`config.mk`:
```
export PLATFORM = sky130hd
export DESIGN_NAME = sram_access_ctrl
export DESIGN_NICKNAME = d
export VERILOG_FILES = /design/src/rtl/sram_access_ctrl.sv
export SDC_FILE = /design/constraint.sdc
export NUM_CORES = 1
export LEC_CHECK = 0
export BUFFER_PORTS_ARGS = -buffer_cell sky130_fd_sc_hd__buf_4
export CORE_MARGIN = 2
export CORE_UTILIZATION = 55
export DETAILED_ROUTE_END_ITERATION = 8
export GPL_TIMING_DRIVEN = 0
export PLACE_DENSITY = 0.9
export SETUP_SLACK_MARGIN = 0.2
export SYNTH_ARGS = -nofsm -noshare
export SYNTH_HDL_FRONTEND = slang
export SYNTH_SLANG_ARGS = --single-unit
```
`constraint.sdc`:
```
create_clock -name clk -period 6.1 [get_ports clk]
set_clock_uncertainty 0.05 [all_clocks]
set_input_delay 0.61 -clock clk [delete_from_list [all_inputs] [get_ports clk]]
set_output_delay 0.61 -clock clk [all_outputs]
set_load 0.05 [all_outputs]
```
`src/rtl/sram_access_ctrl.sv`:
```
// Splits each 32-bit MEM-stage load/store into low/high 16-bit async SRAM accesses of WAIT_CYCLES+1 cycles each.
// ready drops from the first request cycle until the DONE cycle (2*(WAIT_CYCLES+1)+1 cycles low) so the core freezes.
module sram_access_ctrl #(
  parameter int ADDR_W      = 18,
  parameter int WAIT_CYCLES = 1,
  parameter int BASE_ADDR   = 1024
) (
  input  logic              clk,
  input  logic              rst,
  input  logic              MEM_R_EN,
  input  logic              MEM_W_EN,
  input  logic [31:0]       address,
  input  logic [31:0]       writeData,
  output logic [31:0]       readData,
  output logic              ready,
  output logic [ADDR_W-1:0] SRAM_ADDR,
  output logic [15:0]       SRAM_DQ_out,
  input  logic [15:0]       SRAM_DQ_in,
  output logic              SRAM_DQ_oe,
  output logic              SRAM_WE_N,
  output logic              SRAM_OE_N
);

  typedef enum logic [1:0] {S_IDLE, S_LO, S_HI, S_DONE} state_t;

  localparam logic [2:0] LAST_CNT = 3'(WAIT_CYCLES);

  state_t            state_q;
  logic [2:0]        cnt_q;
  logic              wr_q;
  logic [ADDR_W-2:0] word_q;
  logic [31:0]       wdat_q;
  logic [15:0]       lo_q;
  logic [31:0]       rdat_q;
  logic [ADDR_W-1:0] addr_q;
  logic [15:0]       dq_out_q;
  logic              dq_oe_q;
  logic              we_n_q;
  logic              oe_n_q;

  logic              req;
  logic [31:0]       offset;
  logic [ADDR_W-2:0] word_idx;
  logic [2:0]        cnt_inc;
  logic              unused_offset_bits;

  assign req                = MEM_R_EN | MEM_W_EN;
  assign offset             = address - 32'(BASE_ADDR);
  assign word_idx           = offset[ADDR_W:2];
  assign unused_offset_bits = ^{offset[31:ADDR_W+1], offset[1:0]};
  assign cnt_inc            = cnt_q + 3'd1;

  // The write strobe releases one cycle before the address moves, except when a half is a single cycle.
  function automatic logic we_low(input logic [2:0] c);
    return (c != LAST_CNT) || (LAST_CNT == 3'd0);
  endfunction

  always_ff @(posedge clk) begin
    if (rst) begin
      state_q  <= S_IDLE;
      cnt_q    <= '0;
      wr_q     <= 1'b0;
      word_q   <= '0;
      wdat_q   <= '0;
      lo_q     <= '0;
      rdat_q   <= '0;
      addr_q   <= '0;
      dq_out_q <= '0;
      dq_oe_q  <= 1'b0;
      we_n_q   <= 1'b1;
      oe_n_q   <= 1'b1;
    end else begin
      case (state_q)
        S_IDLE: begin
          if (req) begin
            state_q  <= S_LO;
            cnt_q    <= '0;
            wr_q     <= MEM_W_EN;
            word_q   <= word_idx;
            wdat_q   <= writeData;
            addr_q   <= {word_idx, 1'b0};
            dq_out_q <= writeData[15:0];
            dq_oe_q  <= MEM_W_EN;
            oe_n_q   <= MEM_W_EN;
            we_n_q   <= ~(MEM_W_EN & we_low(3'd0));
          end
        end
        S_LO: begin
          if (cnt_q == LAST_CNT) begin
            if (!wr_q) lo_q <= SRAM_DQ_in;
            state_q  <= S_HI;
            cnt_q    <= '0;
            addr_q   <= {word_q, 1'b1};
            dq_out_q <= wdat_q[31:16];
            we_n_q   <= ~(wr_q & we_low(3'd0));
          end else begin
            cnt_q  <= cnt_inc;
            we_n_q <= ~(wr_q & we_low(cnt_inc));
          end
        end
        S_HI: begin
          if (cnt_q == LAST_CNT) begin
            // High half is taken straight from the pad so readData is valid in DONE.
            if (!wr_q) rdat_q <= {SRAM_DQ_in, lo_q};
            state_q <= S_DONE;
            cnt_q   <= '0;
            dq_oe_q <= 1'b0;
            we_n_q  <= 1'b1;
            oe_n_q  <= 1'b1;
          end else begin
            cnt_q  <= cnt_inc;
            we_n_q <= ~(wr_q & we_low(cnt_inc));
          end
        end
        S_DONE: begin
          state_q <= S_IDLE;
        end
        default: begin
          state_q <= S_IDLE;
        end
      endcase
    end
  end

  assign ready       = ((state_q == S_IDLE) && !req) || (state_q == S_DONE);
  assign readData    = rdat_q;
  assign SRAM_ADDR   = addr_q;
  assign SRAM_DQ_out = dq_out_q;
  assign SRAM_DQ_oe  = dq_oe_q;
  assign SRAM_WE_N   = we_n_q;
  assign SRAM_OE_N   = oe_n_q;

endmodule

```
==> metrics.md <==
| Metric | Value |
|---|---|
| Final Max Slew Viols | 0 |
| Initial Utilization | 56.5% |
| Synth Register Bits | 124 |
| Post-DR vias/cell | ~5.7 |
| Num rows | 35 |
| P&R area growth vs syn | 34.0% |
| Hold buffers post-CTS | 0 |
| Synthesis warning total | 0 |
| Remaining routing DRC violations | 0 |
| Global-route wire length before repair | 23,900 µm |
| WL final | 15,000 µm |
| PwrDens | 549 nW/µm² |
| Via count | 5,103 |
| Final worst hold slack | 0.274 ns |
| CP max FO | 10 |
| IO Port Bufs | 137 |
| Hpwl dp | 10,300 µm |
| Layout cells sized above 1 | 27.6% |
| Leak pwr | 2.88 nW |
| CORE AREA | 9200 µm² |
| DR WL/cell | around 17 µm |
| Syn_area_per_cell | 8.50 µm² |
| Worst setup EP type | output pin |
| Deepest clock path buffer count | 2 |
| Most repeated library cell on the critical path | buf_4 |
| Multi-input logic area | between 2000 and 2500 µm² |
| WP data required | about 5.4 ns |
| Nets@finish | 858 |
| Post-CTS setup buffers | 0 |
| N_diodes | 0 |
| Post-Syn Area | 5200 µm² |
| Max cap viols | 0 |
| Startpoint Class | flop |
| Crit Path Category | reg2out |
| CP top delay family | buffers and inverters |
| FFs w/ async S/R, synth | 0% |
| EDFF count, synth | 0 |
| 1st-iter DRT viols | 314 |
| Final GP Congestion | 0.857 |
| Final Hold Viols | 0 |
| Remaining global-route overflow | 0 |
| Routed Antenna Nets | 0 |
| Yosys cell types | 48 |
| Final setup viols | 0 |
| Synthesized Nets | 702 |
| Die H | between 100 and 150 µm |
| CTS H-tree depth | 4 |
| Die area | 10,200 µm² |
| Mapped Cells | 611 |
| Main area contributors after synthesis | dfxtp_1, nand2_1, a21oi_1 |
| Slowest stage cell, crit path | dfxtp_1 |
| Post-synth top area cell | dfxtp_1 |
| Vias in the first global route | between 5,000 and 6,000 |
| Max Freq | 360 MHz |
| Fillers | 571 |
| Final Critical Period | 2.78 ns |
| Yosys top cell area share | 47.8% |
| RSZ-0062 raised after global routing | false |
| CTS Root Cell | clkbuf_8 |
| Clock-pin slew on the worst setup and hold paths | 0.06 ns |
| Sequential cell area | 2480 µm² |
| CTS Buf Count | 17 |
| Most common flop cell mapped by yosys | dfxtp_1 |
| Setup_tns | 0 ns |
| Post-cts sizing count | 0 |
| Relative slew slack | 53.0% |
| Outcome | complete, no violations |
| Post-synthesis sequential area ratio | between 40% and 50% |
| CTS tree | yes |
| DRT Pass-1 Iters | 5 |
| Final core occ | around three quarters |
| Die X | about 100 µm |
| Crit path DAT | 2.12 ns |
| Max incr delay on CP | 0.35 ns |
| IO Pins | roughly 150 |
| Reg-to-reg slack, setup | 3.72 ns |
| Clk sinks | 124 |
| Clk Latency, worst-skew pair | about 0.53 ns |
| Peak supply drop | 0.000387 V |
| Worst-path cell chain | inv_1 > ha_1 > buf_4 > or3b_1 > buf_2 > nand2b_1 > buf_4 |
| Initial antenna violation count | 0 |
| Largest net degree at the start of global routing | 17 |
| All-Layer GR Usage | 29.7% |
| Worst Hold Class | in2reg |
| Crit path buffers/inverters | 4 |
| Crit share post-route | 45.6% |
| Worst Tran Pin Value | 0.705 ns |
## cells by family (layout without fill, tap and decap cells)
family                   after synthesis  after routing  share of synthesized area, %
buffers and inverters                 55            224                          5.13
AO/OA/AOI/OAI                        146            146                          19.0
XOR/XNOR                               7              7                          1.18
adder cells (fa/ha/maj)                7              7                          1.69
multiplexers                          25             25                          4.82
flip-flops                           124            124                          47.8
AND/OR/NAND/NOR                      247            247                          20.4
## final timing paths
| check | start | end | cells past startpoint |
|---|---|---|---|
| max | state_q[0] | ready | 7 |
| min | address[10] | word_q[8] | 2 |
| max reg2reg | state_q[1] | SRAM_DQ_out[4] | 9 |
| min reg2reg | SRAM_ADDR[13] | SRAM_ADDR[13] | 2 |
## sequential cells by signal (all words and copies together), names as in the netlist, 2 cells and up
register     flops
lo_q            16
cnt_q            3
SRAM_ADDR       18
wdat_q          16
word_q          17
state_q          2
readData        32
SRAM_DQ_out     16
## where the power goes
group          leakage, nW  switching, mW  internal (mW)  total [mW]
sequential            1.02          0.118          0.993        1.11
clock                0.291          0.397          0.630        1.03
combinational         1.57           1.11          0.574        1.68
## cells in the mapped netlist, types with 7 or more instances
cell,number
nand2_1,165
dfxtp_1,124
a21oi_1,86
nor2_1,45
clkbuf_1,26
mux2i_1,25
a211oi_2,20
a211oi_1,11
buf_2,9
inv_1,9
o21ai_0,8
ha_1,7
## placed cells by master, fill, tap and decap left out, types with 3 or more instances in the layout
cell | Yosys | layout
nand2_1 | 165 | 165
ha_1 | 7 | 7
clkbuf_1 | 26 | 26
clkbuf_16 | 0 | 16
buf_4 | 3 | 140
a211oi_2 | 20 | 20
o21ai_0 | 8 | 8
a211oi_1 | 11 | 11
buf_1 | 3 | 3
dfxtp_1 | 124 | 124
inv_1 | 9 | 9
buf_2 | 9 | 9
nor2_1 | 45 | 45
buf_6 | 5 | 5
and3_1 | 5 | 5
nor3b_1 | 3 | 3
o211ai_1 | 4 | 4
mux2i_1 | 25 | 25
nor3_1 | 4 | 4
a21oi_1 | 86 | 86
inv_6 | 0 | 4
o21a_1 | 5 | 5
clkinv_4 | 0 | 3
nand3b_1 | 3 | 3
xor2_1 | 4 | 4
xnor2_1 | 3 | 3
bufinv_16 | 0 | 3
nand2b_1 | 4 | 4
## metal layers
layer  wire length [µm]  vias up  GRT usage, %  part of all wire [%]
met5                  0        -             0                     0
li1                   -     2384             -                     -
met3               1320       66          9.52                   8.8
met1               5670     2376          31.7                    38
met2               7490      277          52.6                    50
met4                524        0          14.9                   3.5
## per-stage QoR
stage               cells  area, µm²  setup slack, ns  power [mW]
floorplan             611       5200             3.84        2.31
CTS                   891       6970             3.32        3.79
global placement      859       6360             3.85        2.70
detailed placement    859       6360             3.81        2.75
global route          891       6970             3.18        3.98
finish                891       6970             3.32        3.82
## area by class of cell
class                           count  area share (%)
Buffer                             46            3.34
Multi-Input combinational cell    432            35.1
Clock buffer                       17            5.95
Inverter                            9           0.485
Tap cell                          111            1.99
Timing Repair Buffer              137            14.8
Sequential cell                   124            35.6
Clock inverter                     15            2.69
Power figures use the tool's default switching activity.
